==> src/rtl/uart_tx_arbiter.sv <==
// rtl/uart_tx_arbiter.sv - round-robin, packet-locked arbiter for the UART TX FIFO write port
//
// Purpose:
//   Shares the single TX FIFO write port among NUM_REQ byte-stream requesters.
//   A grant is held until the owner writes a byte marked last, or until
//   MAX_BURST bytes have been written (forced release, burst_abort pulse).
//   The next owner is chosen round-robin, starting after the previous owner.
//
// Ports:
//   clk          system clock
//   reset        synchronous, active-high reset
//   req_valid    per-requester byte valid
//   req_data     per-requester byte, requester i in bits [8i+7:8i]
//   req_last     per-requester end-of-packet marker
//   req_ready    per-requester accept (byte taken when valid & ready)
//   tx_data      byte to TX FIFO
//   tx_write     TX FIFO write strobe
//   tx_full      TX FIFO full
//   grant        one-hot current owner (registered)
//   busy         high while a grant is held
//   burst_abort  one-cycle pulse after a forced release at MAX_BURST

module uart_tx_arbiter #(
  parameter int NUM_REQ   = 4,
  parameter int MAX_BURST = 16
) (
  input  logic                   clk,
  input  logic                   reset,
  input  logic [NUM_REQ-1:0]     req_valid,
  input  logic [8*NUM_REQ-1:0]   req_data,
  input  logic [NUM_REQ-1:0]     req_last,
  output logic [NUM_REQ-1:0]     req_ready,
  output logic [7:0]             tx_data,
  output logic                   tx_write,
  input  logic                   tx_full,
  output logic [NUM_REQ-1:0]     grant,
  output logic                   busy,
  output logic                   burst_abort
);

  localparam int IDX_W = (NUM_REQ > 1) ? $clog2(NUM_REQ) : 1;
  localparam int CNT_W = $clog2(MAX_BURST + 1);
  localparam logic [CNT_W-1:0] CNT_MAX = CNT_W'(MAX_BURST);
  // Pointer starts at the top requester so requester 0 wins first.
  localparam logic [IDX_W-1:0] PTR_RST = IDX_W'(NUM_REQ - 1);

  typedef enum logic {IDLE, XFER} state_t;

  state_t               state_q, state_d;
  logic [NUM_REQ-1:0]   grant_q, grant_d;
  logic [IDX_W-1:0]     owner_q, owner_d;
  logic [IDX_W-1:0]     last_owner_q, last_owner_d;
  logic [CNT_W-1:0]     count_q, count_d;
  logic                 burst_abort_q, burst_abort_d;

  logic                 pick_found;
  logic [IDX_W-1:0]     pick_idx;
  logic                 own_valid;
  logic                 own_last;
  logic [7:0]           own_data;
  logic [CNT_W-1:0]     count_inc;

  // Round-robin search starting one past the previous owner.
  always_comb begin
    int               cand_i;
    logic [IDX_W-1:0] cand;
    pick_found = 1'b0;
    pick_idx   = '0;
    cand_i     = 0;
    cand       = '0;
    for (int k = 1; k <= NUM_REQ; k++) begin
      cand_i = (32'(last_owner_q) + k) % NUM_REQ;
      cand   = IDX_W'(cand_i);
      if (!pick_found && req_valid[cand]) begin
        pick_found = 1'b1;
        pick_idx   = cand;
      end
    end
  end

  // Owner's stream selected through the one-hot grant (AND-OR mux).
  always_comb begin
    own_valid = |(req_valid & grant_q);
    own_last  = |(req_last & grant_q);
    own_data  = '0;
    for (int i = 0; i < NUM_REQ; i++) begin
      own_data |= req_data[8*i +: 8] & {8{grant_q[i]}};
    end
  end

  assign count_inc = count_q + CNT_W'(1);

  // State register
  always_ff @(posedge clk) begin
    if (reset) begin
      state_q       <= IDLE;
      grant_q       <= '0;
      owner_q       <= '0;
      last_owner_q  <= PTR_RST;
      count_q       <= '0;
      burst_abort_q <= 1'b0;
    end else begin
      state_q       <= state_d;
      grant_q       <= grant_d;
      owner_q       <= owner_d;
      last_owner_q  <= last_owner_d;
      count_q       <= count_d;
      burst_abort_q <= burst_abort_d;
    end
  end

  // Next-state logic
  always_comb begin
    state_d       = state_q;
    grant_d       = grant_q;
    owner_d       = owner_q;
    last_owner_d  = last_owner_q;
    count_d       = count_q;
    burst_abort_d = 1'b0;
    case (state_q)
      IDLE: begin
        if (pick_found) begin
          state_d = XFER;
          owner_d = pick_idx;
          grant_d = NUM_REQ'(1) << pick_idx;
          count_d = '0;
        end
      end
      XFER: begin
        if (tx_write) begin
          // A last byte wins over the burst limit on the same transfer.
          if (own_last) begin
            state_d      = IDLE;
            grant_d      = '0;
            last_owner_d = owner_q;
            count_d      = '0;
          end else if (count_inc == CNT_MAX) begin
            state_d       = IDLE;
            grant_d       = '0;
            last_owner_d  = owner_q;
            count_d       = '0;
            burst_abort_d = 1'b1;
          end else begin
            count_d = count_inc;
          end
        end
      end
      default: state_d = IDLE;
    endcase
  end

  // Output logic; strobes are forced low while reset is high.
  always_comb begin
    tx_write  = 1'b0;
    tx_data   = '0;
    req_ready = '0;
    if (state_q == XFER && !reset) begin
      req_ready = tx_full ? '0 : grant_q;
      tx_data   = own_data;
      tx_write  = own_valid & ~tx_full;
    end
  end

  assign grant       = grant_q;
  assign busy        = (state_q == XFER);
  assign burst_abort = burst_abort_q;

endmodule

==> config.mk <==
export PLATFORM = sky130hd
export DESIGN_NAME = uart_tx_arbiter
export DESIGN_NICKNAME = d
export VERILOG_FILES = /design/src/rtl/uart_tx_arbiter.sv
export SDC_FILE = /design/constraint.sdc
export NUM_CORES = 1
export LEC_CHECK = 0
export CAP_MARGIN = 40
export CORE_MARGIN = 2
export CORE_UTILIZATION = 35
export DETAILED_ROUTE_END_ITERATION = 7
export DONT_BUFFER_PORTS = 1
export SLEW_MARGIN = 10
export SYNTH_ARGS = -nofsm -noshare
export SYNTH_HDL_FRONTEND = slang
export SYNTH_SLANG_ARGS = --single-unit
==> constraint.sdc <==
create_clock -name clk -period 4.86 [get_ports clk]
set_clock_uncertainty 0.2 [all_clocks]
set_input_delay 1.458 -clock clk [delete_from_list [all_inputs] [get_ports clk]]
set_output_delay 1.458 -clock clk [all_outputs]
set_load 0.01 [all_outputs]
* After elaboration in Yosys (flattened, before gate mapping) *
Cells that the tools add are included.

word-level totals
  register bits after elaboration = 15
  bits in latches = 0
  bits in writable memories = 0
  bits in read-only memories = 0
  output and inout bits = 19
  memories = 0

cells by class
  add/sub/neg operators = 5
  $mul = 0
  div/mod/pow operators = 0
  magnitude comparators = 4
  equality and inequality tests = 4
  shift operators = 1
  muxes and demuxes = 38
  bitwise logic cells = 13
  reduce and logical (&&, ||, !) cells = 16

operators with widths
  operator             count
  $and 8x8->8          4
  $mux 4               6
  $or 8x8->8           3
  $mux 5               4
  $mux 1               14
  $lt 2x3->1 const B   4
  $mux 2               6
  $pmux 5 s2           1
  $and 4x4->4          2
  $bmux 1 s2           4
  $mux 8               1
  $pmux 4 s2           1
  $reduce_or 4->1      2
  $reduce_or 7->1      1
  $reduce_and 3->1     2
  $add 5x1->5 const B  1
  $eq 5x5->1 const B   1
  $add 2x1->2 const B  2
  $add 2x2->2 const B  2
  $logic_and 1x1->1    4
  $logic_not 1->1      4
  $ne 2x2->1 const B   2
  $reduce_and 2->1     2
  $shl 1x2->4 const A  1
  5 further kinds      7

* Depth between registers and ports, before layout *
  depth after elaboration = 16
  gate-level depth with buffers = 7
  gate-level depth less buffers = 7

* Worst setup path after synthesis *
OpenSTA, ideal clock, no wires.

  kind = input to output
  start point = input port reset
  end point = output port req_ready[1]
  arrival time = 2117 ps
  data required time = 3202 ps
  slack = 1085 ps
  cell stages on the path = 3
  buffers on the path = 1
  path through = nand2b_2 clkbuf_1 nor3_1

between the ends
  word-level cells in the longest chain between the ends = 3

RTL lines
  element            line  text
  from (decl)        28    input logic reset,
  $logic_not 1->1    157   if (state_q == XFER && !reset) begin
  $logic_and 1x1->1  157
  $mux 4             157
  to (decl)          32    output logic [NUM_REQ-1:0] req_ready,

No other way between the ends.

* Final worst setup path *
  start point = input port reset
  end point = output port req_ready[2]

The elaborated chain is that of the path after synthesis.

==> results.yml <==
global_routing:
  largest_net_degree_at_the_start_of_global_routing: 17
  gr-max-usage-layer: "met2"
  number_of_antenna_violations_at_the_first_check_in_global_routing: 0
  global_route_met1_usage_pct: 17.8
  globalRouteTotalUtil_pct: 14.8
  grt_pass1_vias: 888
  globalRouteOverflowTotal: 0
  grt_pass1_wl_um: 3880
  gr-usage-met3_pct: 4.62
  grt_use_met2_pct: 25.5
worst_setup_path:
  critPathLaunchType: "input pin"
  critical_path.endpoint_type: "primary output"
  critPathArrivalTime_ps: 2110
  ff2ff_setup_slack_ps: 2790
  path_max_fanout: 16
  path_class: "in2out"
  wp_data_required_ps: 3200
route:
  post-route-drc-count: 0
  vias: 1044
  avgViaCountPerCell: 6.40
  firstDrtPassIters: 4
  post_drt_wl_per_cell_um: 15.8
  route.antenna.remaining_nets: 0
  post_detailed_routing_wire_length_um: 2570
  first_iter_violations: 34
synthesis:
  combinational_family_with_the_most_area_after_synthesis: "compound AO/OA/AOI/OAI gates"
  synth_compound_gate_area_share_pct: 34.0
  synth-adder-area-share_pct: 1.21
  synth_area_per_cell_um2: 7.66
  syn_nets: 179
  post_synth_inst_count: 135
  netlist_area_mm2: 0.00103
  synthArstFlopShare_pct: 0
  synth_cell_types: 41
  post_synth_and_or_nand_nor_area_fraction_pct: 29.5
  post_synth_xor_area_fraction_pct: 0
  synthFlopType: "sky130_fd_sc_hd__dfxtp_1"
  multiplexer_share_of_the_synthesized_area_pct: 0.967
  synth_enable_flop_cells: 0
  flops_latches_synth: 15
  synth.yosys.warnings: 0
  yosysSeqAreaShare_pct: 29.0
hold_path:
  hold_path.class: "reg2reg"
die:
  ioPinCount: 62
  design.core.area_mm2: 0.00278
  num_rows: 19
  die_h_um: 58.4
  initial_standard_cell_utilization_of_the_core_pct: 37.2
  die-area_mm2: 0.00341
  die_width_um: 58.4
final_layout:
  antenna_cells: 0
  finalInstanceArea_mm2: 0.00106
  layout.cells.most_common: "sky130_fd_sc_hd__a22oi_1"
  area.sequential_um2: 300
  layout.cells.most_common_list: "20 x sky130_fd_sc_hd__a22oi_1, 18 x sky130_fd_sc_hd__a21oi_1, 15 x sky130_fd_sc_hd__dfxtp_1, 11 x sky130_fd_sc_hd__nor2_1, 9 x sky130_fd_sc_hd__nand2_1"
  nNetsFinal: 177
  num-fill-cells: 292
  post_route_cells_drive_above_1_share_pct: 9.09
  multiInputGateArea_um2: 679
  synthToLayoutAreaGrowth_pct: 2.54
  final_cells: 163
  final_util_pct: 38.1
sta:
  fin_setup_tns_ps: 0
  final_period_minus_worst_setup_slack_ps: 3770
  number_of_hold_violations_in_the_final_report: 0
  worstMarginPinSlew_ps: 580
  slew_headroom_pct: 61.1
  final-max-slew-violation-count: 0
  max_freq_mhz: 265
  setup_viol: 0
  timing.final.crit_share_pct: 77.6
  worst_hold_slack_ps: 291
  grt_setup_unrepaired: "no"
clock_network:
  cts_resized: 0
  clk_path_buf_depth: 2
  hold_fix_buffers_cts: 0
  h_tree_levels: 1
  clock_pin_slew_of_the_registers_on_the_worst_case_setup_and_hold_paths_ps: 100
  postCtsSetupRepairBufs: 0
  clkSinkCount: 15
  clock_latency_ps: 280
  clock_tree.root_cell: "sky130_fd_sc_hd__clkbuf_4"
  cts_inserted_buffers: 3
  tritoncts_clock_tree: "done"
placed_design:
  placed_cell_area_mm2: 0.00103
  post_detailed_placement_half_perimeter_wirelength_um: 1940
  place.gp.congestion: 0.790
  count_of_buffers_inserted_at_the_top_level_ports: 0
  dpl.cell_count: 159
power_and_ir_drop:
  leakage_dissipation_nw: 0.337
  p_sw_w: 0.0000675
  powerDensity_mw_per_mm2: 226
  share_comb_of_total_power_pct: 13.5
  internal_dissipation_w: 0.000172
  netSwitchingFraction_pct: 28.1
  clock_power_share_pct: 29.9
  ir_drop_worst_vdd_v: 0.000147
  share_seq_of_total_power_pct: 56.6
run:
  cap_viol_max_count: 0
outcome:
  run_status: "finished, final reports clean"
==> per-stage QoR <==
stage / setup WS, ps / power [W]
after global placement: 1110 / 0.000171
after floorplan: 1090 / 0.000167
after CTS: 1090 / 0.000244
after detailed placement: 1080 / 0.000172
final: 1090 / 0.000240
after global routing: 1030 / 0.000253
==> critical path, stage by stage <==
cell and delay, ps:
sky130_fd_sc_hd__nand2b_2 270, sky130_fd_sc_hd__nor2_4 180, sky130_fd_sc_hd__and2_1 200
==> cell type report <==
class,instances,area share (%)
Multi-Input combinational cell,109,64.0
Sequential cell,15,28.3
Tap cell,31,3.66
Clock buffer,4,2.48
Inverter,4,1.53
==> power groups by stage <==
| stage | logic, W | registers (W) | clock network (W) |
|---|---|---|---|
| finish | 0.0000325 | 0.000136 | 0.0000716 |
| global route | 0.0000367 | 0.000137 | 0.0000797 |
| detailed placement | 0.0000327 | 0.000139 | 0 |
| global placement | 0.0000323 | 0.000139 | 0 |
| CTS | 0.0000329 | 0.000136 | 0.0000754 |
| floorplan | 0.0000337 | 0.000133 | 0 |
==> cells by family after synthesis <==
family | count (synthesis)
compound gates | 53
buf+inv | 11
simple gates | 54
flops | 15
fa+ha+maj | 1
mux | 1
==> routing by layer <==
metal | part of all wire [%] | vias up
li1 | - | 510
met5 | 0 | -
met1 | 42 | 473
met4 | 0.62 | 0
met2 | 49 | 59
met3 | 8.6 | 2
==> path summary, 6_finish.rpt <==
check                                              from                      end  cells after the start
worst max register to register          busy$_SDFF_PP0_  count_q[3]$_SDFFE_PP0P_                      7
worst max-delay path                              reset             req_ready[2]                      3
worst min register to register  owner_q[1]$_SDFFE_PP0P_  owner_q[1]$_SDFFE_PP0P_                      2
worst min-delay path            owner_q[1]$_SDFFE_PP0P_  owner_q[1]$_SDFFE_PP0P_                      2
==> Yosys cell counts (2+ instances only) <==
cell type / instances / area [um2]
sky130_fd_sc_hd__nand2_1: 9 / 33.8
sky130_fd_sc_hd__a22oi_1: 20 / 150
sky130_fd_sc_hd__a211oi_1: 2 / 15.0
sky130_fd_sc_hd__inv_1: 3 / 11.3
sky130_fd_sc_hd__nor3_1: 6 / 30.0
sky130_fd_sc_hd__clkbuf_1: 4 / 15.0
sky130_fd_sc_hd__nand4_1: 3 / 18.8
sky130_fd_sc_hd__o41ai_1: 2 / 17.5
sky130_fd_sc_hd__nor2_1: 11 / 41.3
sky130_fd_sc_hd__nand3_1: 2 / 10.0
sky130_fd_sc_hd__a21oi_1: 18 / 90.1
sky130_fd_sc_hd__nand2b_1: 5 / 31.3
sky130_fd_sc_hd__o21ai_0: 2 / 10.0
sky130_fd_sc_hd__o32ai_1: 2 / 17.5
sky130_fd_sc_hd__or3_1: 5 / 31.3
sky130_fd_sc_hd__dfxtp_1: 15 / 300
sky130_fd_sc_hd__and2_1: 2 / 12.5
==> sequential cells by signal (all words and copies together), names as in the netlist <==
signal        flops
grant             4
busy              1
last_owner_q      2
count_q           5
owner_q           2
burst_abort       1
(Power assumes the default switching activity.)
